**src/rtl/gmii_tx_framer.sv**
```systemverilog
// GMII transmit framer: preamble, SFD, payload, pad, optional FCS, IFG.
// Define GMII_TX_FCS_EN to append the Ethernet CRC-32 FCS.
module gmii_tx_framer #(
  parameter int IFG_BYTES = 12,
  parameter int MIN_FRAME = 60
) (
  input  logic        clk125_i,
  input  logic        reset_i,
  input  logic [7:0]  s_data_i,
  input  logic        s_valid_i,
  input  logic        s_last_i,
  output logic        s_ready_o,
  output logic [7:0]  Txd_o,
  output logic        Tx_en_o,
  output logic        Tx_er_o,
  output logic        busy_o,
  output logic [15:0] frame_cnt_o
);

  typedef enum logic [2:0] {
    IDLE,
    PRE,
    SFD,
    DATA,
    PAD,
`ifdef GMII_TX_FCS_EN
    FCS,
`endif
    IFG,
    DROP
  } state_t;

`ifdef GMII_TX_FCS_EN
  localparam state_t POST = FCS;
`else
  localparam state_t POST = IFG;
`endif

  state_t state;
  state_t state_nxt;

  logic [7:0]  cnt;
  logic [10:0] len;
  logic [10:0] len_inc;
  logic        xfer;
  logic        short_frame;
  logic        frame_done;
  logic [7:0]  txd_nxt;
  logic        en_nxt;
  logic        er_nxt;

  assign s_ready_o   = (state == DATA) || (state == DROP);
  assign busy_o      = (state != IDLE);
  assign xfer        = s_valid_i && s_ready_o;
  assign len_inc     = (&len) ? len : len + 11'd1;
  assign short_frame = len_inc < 11'(MIN_FRAME);
  assign frame_done  = (state_nxt == IFG) &&
                       (state != IFG) && (state != DROP);

`ifdef GMII_TX_FCS_EN
  logic [31:0] crc;
  logic [7:0]  fcs_byte;

  function automatic logic [31:0] crc_byte(
    input logic [31:0] c,
    input logic [7:0]  d
  );
    logic [31:0] r;
    r = c ^ {24'h0, d};
    for (int k = 0; k < 8; k++)
      r = r[0] ? ((r >> 1) ^ 32'hEDB88320) : (r >> 1);
    return r;
  endfunction

  always_ff @(posedge clk125_i) begin
    if (reset_i || state == IDLE)
      crc <= 32'hFFFF_FFFF;
    else if (state == DATA && s_valid_i)
      crc <= crc_byte(crc, s_data_i);
    else if (state == PAD)
      crc <= crc_byte(crc, 8'h00);
  end

  // FCS goes out least-significant byte first
  always_comb begin
    fcs_byte = 8'h00;
    unique case (cnt[1:0])
      2'd0: fcs_byte = ~crc[7:0];
      2'd1: fcs_byte = ~crc[15:8];
      2'd2: fcs_byte = ~crc[23:16];
      2'd3: fcs_byte = ~crc[31:24];
      default: fcs_byte = 8'h00;
    endcase
  end
`endif

  always_ff @(posedge clk125_i) begin
    if (reset_i)
      state <= IDLE;
    else
      state <= state_nxt;
  end

  always_comb begin
    state_nxt = state;
    unique case (state)
      IDLE: if (s_valid_i) state_nxt = PRE;
      PRE:  if (cnt == 8'd6) state_nxt = SFD;
      SFD:  state_nxt = DATA;
      DATA: begin
        if (!s_valid_i)
          state_nxt = DROP;
        else if (s_last_i)
          state_nxt = short_frame ? PAD : POST;
      end
      PAD:  if (!short_frame) state_nxt = POST;
`ifdef GMII_TX_FCS_EN
      FCS:  if (cnt == 8'd3) state_nxt = IFG;
`endif
      IFG:  if (cnt == 8'(IFG_BYTES - 1)) state_nxt = IDLE;
      DROP: if (xfer && s_last_i) state_nxt = IFG;
      default: state_nxt = IDLE;
    endcase
  end

  always_comb begin
    txd_nxt = 8'h00;
    en_nxt  = 1'b0;
    er_nxt  = 1'b0;
    unique case (state)
      PRE: begin
        txd_nxt = 8'h55;
        en_nxt  = 1'b1;
      end
      SFD: begin
        txd_nxt = 8'hD5;
        en_nxt  = 1'b1;
      end
      DATA: begin
        en_nxt = 1'b1;
        if (s_valid_i)
          txd_nxt = s_data_i;
        else
          er_nxt = 1'b1;
      end
      PAD: en_nxt = 1'b1;
`ifdef GMII_TX_FCS_EN
      FCS: begin
        txd_nxt = fcs_byte;
        en_nxt  = 1'b1;
      end
`endif
      default: en_nxt = 1'b0;
    endcase
  end

  // cnt restarts at zero on every state change
  always_ff @(posedge clk125_i) begin
    if (reset_i) begin
      cnt         <= 8'd0;
      len         <= 11'd0;
      Txd_o       <= 8'h00;
      Tx_en_o     <= 1'b0;
      Tx_er_o     <= 1'b0;
      frame_cnt_o <= 16'h0000;
    end else begin
      cnt     <= (state_nxt != state) ? 8'd0 : cnt + 8'd1;
      Txd_o   <= txd_nxt;
      Tx_en_o <= en_nxt;
      Tx_er_o <= er_nxt;
      if (state == IDLE)
        len <= 11'd0;
      else if ((state == DATA && s_valid_i) || state == PAD)
        len <= len_inc;
      if (frame_done)
        frame_cnt_o <= frame_cnt_o + 16'd1;
    end
  end

endmodule

```
**config.mk**
```make
export PLATFORM = sky130hd
export DESIGN_NAME = gmii_tx_framer
export DESIGN_NICKNAME = d
export VERILOG_FILES = /design/src/rtl/gmii_tx_framer.sv
export SDC_FILE = /design/constraint.sdc
export NUM_CORES = 1
export LEC_CHECK = 0
export ABC_AREA = 1
export CAP_MARGIN = 20
export CORE_MARGIN = 5
export CORE_UTILIZATION = 54
export DETAILED_ROUTE_END_ITERATION = 12
export GPL_ROUTABILITY_DRIVEN = 0
export PLACE_DENSITY_LB_ADDON = 0.05
export SYNTH_ARGS = -nofsm -noshare
export SYNTH_HDL_FRONTEND = slang
export SYNTH_SLANG_ARGS = --single-unit
```
**constraint.sdc**
```tcl
create_clock -name clk125_i -period 2.3 [get_ports clk125_i]
set_input_delay 0.46 -clock clk125_i [delete_from_list [all_inputs] [get_ports clk125_i]]
set_output_delay 0.46 -clock clk125_i [all_outputs]
set_load 0.05 [all_outputs]
```
==> qor.yml <==
worst_setup_path:
  max_stage_delay_ns: 0.35
  cp_data_required_time_ns: 2.48
  path_max_fanout: 12
  worst-endpoint-arrival_ns: 2.35
  reg2reg_slack_ns: 0.14
  end_kind: "register"
  cp.buffers_inverters: 1
  cpMaxStageDelayCell: "dfxtp_1"
  critPathKind: "reg2reg"
  cp_common_cell: "nand3_2"
  crit_chain: "ha_2 -> nand2_2 -> nor2_4 -> xnor2_1 -> nand2_1 -> nand3_2 -> nand3_2 -> a21oi_4 -> nand2_8 -> buf_4 -> nand3_1 -> a21oi_2"
  cp-start-kind: "register"
  path_delay_family: "simple AND/OR/NAND/NOR gates"
cells_and_area:
  utilization_pct: 69.4
  area_growth_pct: 24.3
  drive_gt1_share_pct: 17.4
  final_design_area_no_fill_um2: 3300
  finalNonFillerCells: 475
  n_antenna_cell: 0
  layout.nets: 423
placed_design:
  dpl.cell_count: 457
  io_buffers: 39
  hpwl_um: 4340
  post_dp_cell_area_um2: 3080
  place_ws_ns: 0.0453
timing:
  worst_pin_slew_ns: 0.642
  hold_viol: 0
  period_needed_ns: 2.16
  fin_skew_ns: 0.00497
  max_slew_margin_pct: 57.1
  fmax_mhz: 463
  fin_tns_setup_ns: 0
  period_share_pct: 93.9
  slew_violations: 0
  whs_ns: 0.486
  fin_ws_ns: 0.140
  setup_violations: 0
synth:
  postSynthNetCount: 371
  synth_area_um2: 2660
  yosysTopAreaCell: "dfxtp_1"
  synth_area_per_cell_um2: 7.48
  ys_ff_latch: 48
  yosysSeqAreaShare_pct: 36.2
  ys_warn_count: 0
  synthDistinctLibCells: 35
  synthTopCellsByCount: "nand2_1 (56), dfxtp_1 (48), nor2_1 (43)"
  synth_flop_cell: "dfxtp_1"
  async_reset_ff_share_pct: 0
  synth_cells: 355
  synth.area.top_cells: "dfxtp_1 (36%), nand2_1 (7.9%), nand3_1 (6.8%), nor2_1 (6.1%), inv_1 (4.9%)"
  synth_most_common_cell: "nand2_1"
  yosysTopAreaCellShare_pct: 36.2
  synth_edf_count: 0
clocking:
  clk_latency_ns: 0.30
  cts.sinks: 48
  cts_buffers: 5
  clkTransAtPathRegs_ns: 0.08
  cts_max_path_buffers: 2
  ctsHtreeMaxLevel: 2
  cts_tree: "yes"
  cts_root_buffer: "clkbuf_8"
pwr:
  leakagePower_nw: 1.24
  p_per_area_nw_per_um2: 486
  total_power_mw: 1.61
  ir_drop_mv: 0.311
grt:
  grt_pass1_vias: 2250
  grt_pass1_wl_um: 10100
  grt_max_degree: 25
  gr-total-overflow: 0
  grt_antenna_before_repair: 0
  track_usage_pct: 19.5
detailed_routing:
  via_count: 2497
  drtPass1Iterations: 4
  drc: 0
  wl_um: 6080
  dr.first_iter.drc_count: 159
  viasPerCell: 5.26
  wire_per_inst_um: 12.8
  ant_nets: 0
hold_path:
  holdCritPathClass: "reg2reg"
floorplanning:
  start_util_pct: 55.9
  dieArea_um2: 6420
  row_count: 25
  fp.dieH_um: 80.1
  boundaryPins: 40
  die_x_um: 80.1
  coreArea_um2: 4750
flow_run:
  max_cap_viol_count: 0
run_status:
  status: "complete, no violations"
==> routing by layer <==
| metal | up-vias | wire, µm | part of all wire (%) | global-route usage [%] |
|---|---|---|---|---|
| li1 | 1276 | - | - | - |
| met1 | 1126 | 2790 | 46 | 26.2 |
| met2 | 87 | 2730 | 45 | 30.5 |
| met3 | 8 | 490 | 8.1 | 3.81 |
| met4 | 0 | 72 | 1.2 | 7.94 |
| met5 | - | 0 | 0 | 0 |
==> where the power goes <==
part           leakage (nW)  total [mW]  internal (mW)  switching [mW]
sequential            0.388       0.849          0.841         0.00795
combinational         0.795       0.151         0.0576          0.0939
clock                0.0541       0.605          0.322           0.283
==> final timing paths <==
path                            startpoint         endpoint  cells past startpoint
worst max-delay path                len[0]  frame_cnt_o[10]                     12
worst min-delay path                cnt[0]           cnt[0]                      1
worst max register to register      len[0]  frame_cnt_o[10]                     12
worst min register to register      cnt[0]           cnt[0]                      1
==> layout make-up <==
class                           instances  area, µm²
Clock buffer                            5       68.8
Clock inverter                          3       42.5
Fill cell                             419       1450
Inverter                               35        131
Multi-Input combinational cell        264       1520
Sequential cell                        48        962
Tap cell                               67       83.8
Timing Repair Buffer                   53        490
==> cells in the final DEF, fill, tap and decap left out, drive strengths merged <==
cell / instances
a31oi: 5
dfxtp: 48
o22ai: 1
nand3: 41
clkdlybuf4s50: 37
nand2: 74
nor3b: 1
a211oi: 3
xor2: 14
buf: 16
clkinv: 1
nand4: 7
nor3: 10
inv: 35
o211ai: 1
o21ai: 12
nand3b: 3
xnor2: 7
ha: 4
clkbuf: 5
and3: 1
bufinv: 1
nor4: 2
nor2: 52
clkinvlp: 1
a21oi: 26
==> worst register-to-register path, delay by kind of cell (launching register included) <==
family                     cells  cell delay, ns
and+or+nand+nor                7            0.87
adders and majority gates      1            0.20
buffers and inverters          1            0.18
AOI/OAI and AO/OA              2            0.30
DFF                            1            0.35
xor gates and xnor gates       1            0.16
==> cell families after synthesis <==
group                      after synthesis  share of synthesized area (%)
buffers and inverters                   45                           8.53
adders and majority gates                4                           1.88
DFF                                     48                           36.2
and+or+nand+nor                        189                           34.8
xor gates and xnor gates                21                           6.92
AOI/OAI and AO/OA                       48                           11.7
==> flip-flops by register name (all words and copies together) (netlist names) <==
signal and cells:
state 3, Tx_en_o 1, Txd_o 8, Tx_er_o 1, cnt 8, len 11
frame_cnt_o 16
==> repair_timing <==
action                     4_1_cts  5_1_grt
hold endpoints to repair         0        0
setup endpoints to repair        0       23
setup buffers                    0        8
hold buffers                     0        0
resized for setup                0        7
No activity file was read; power rests on OpenSTA's default activity.
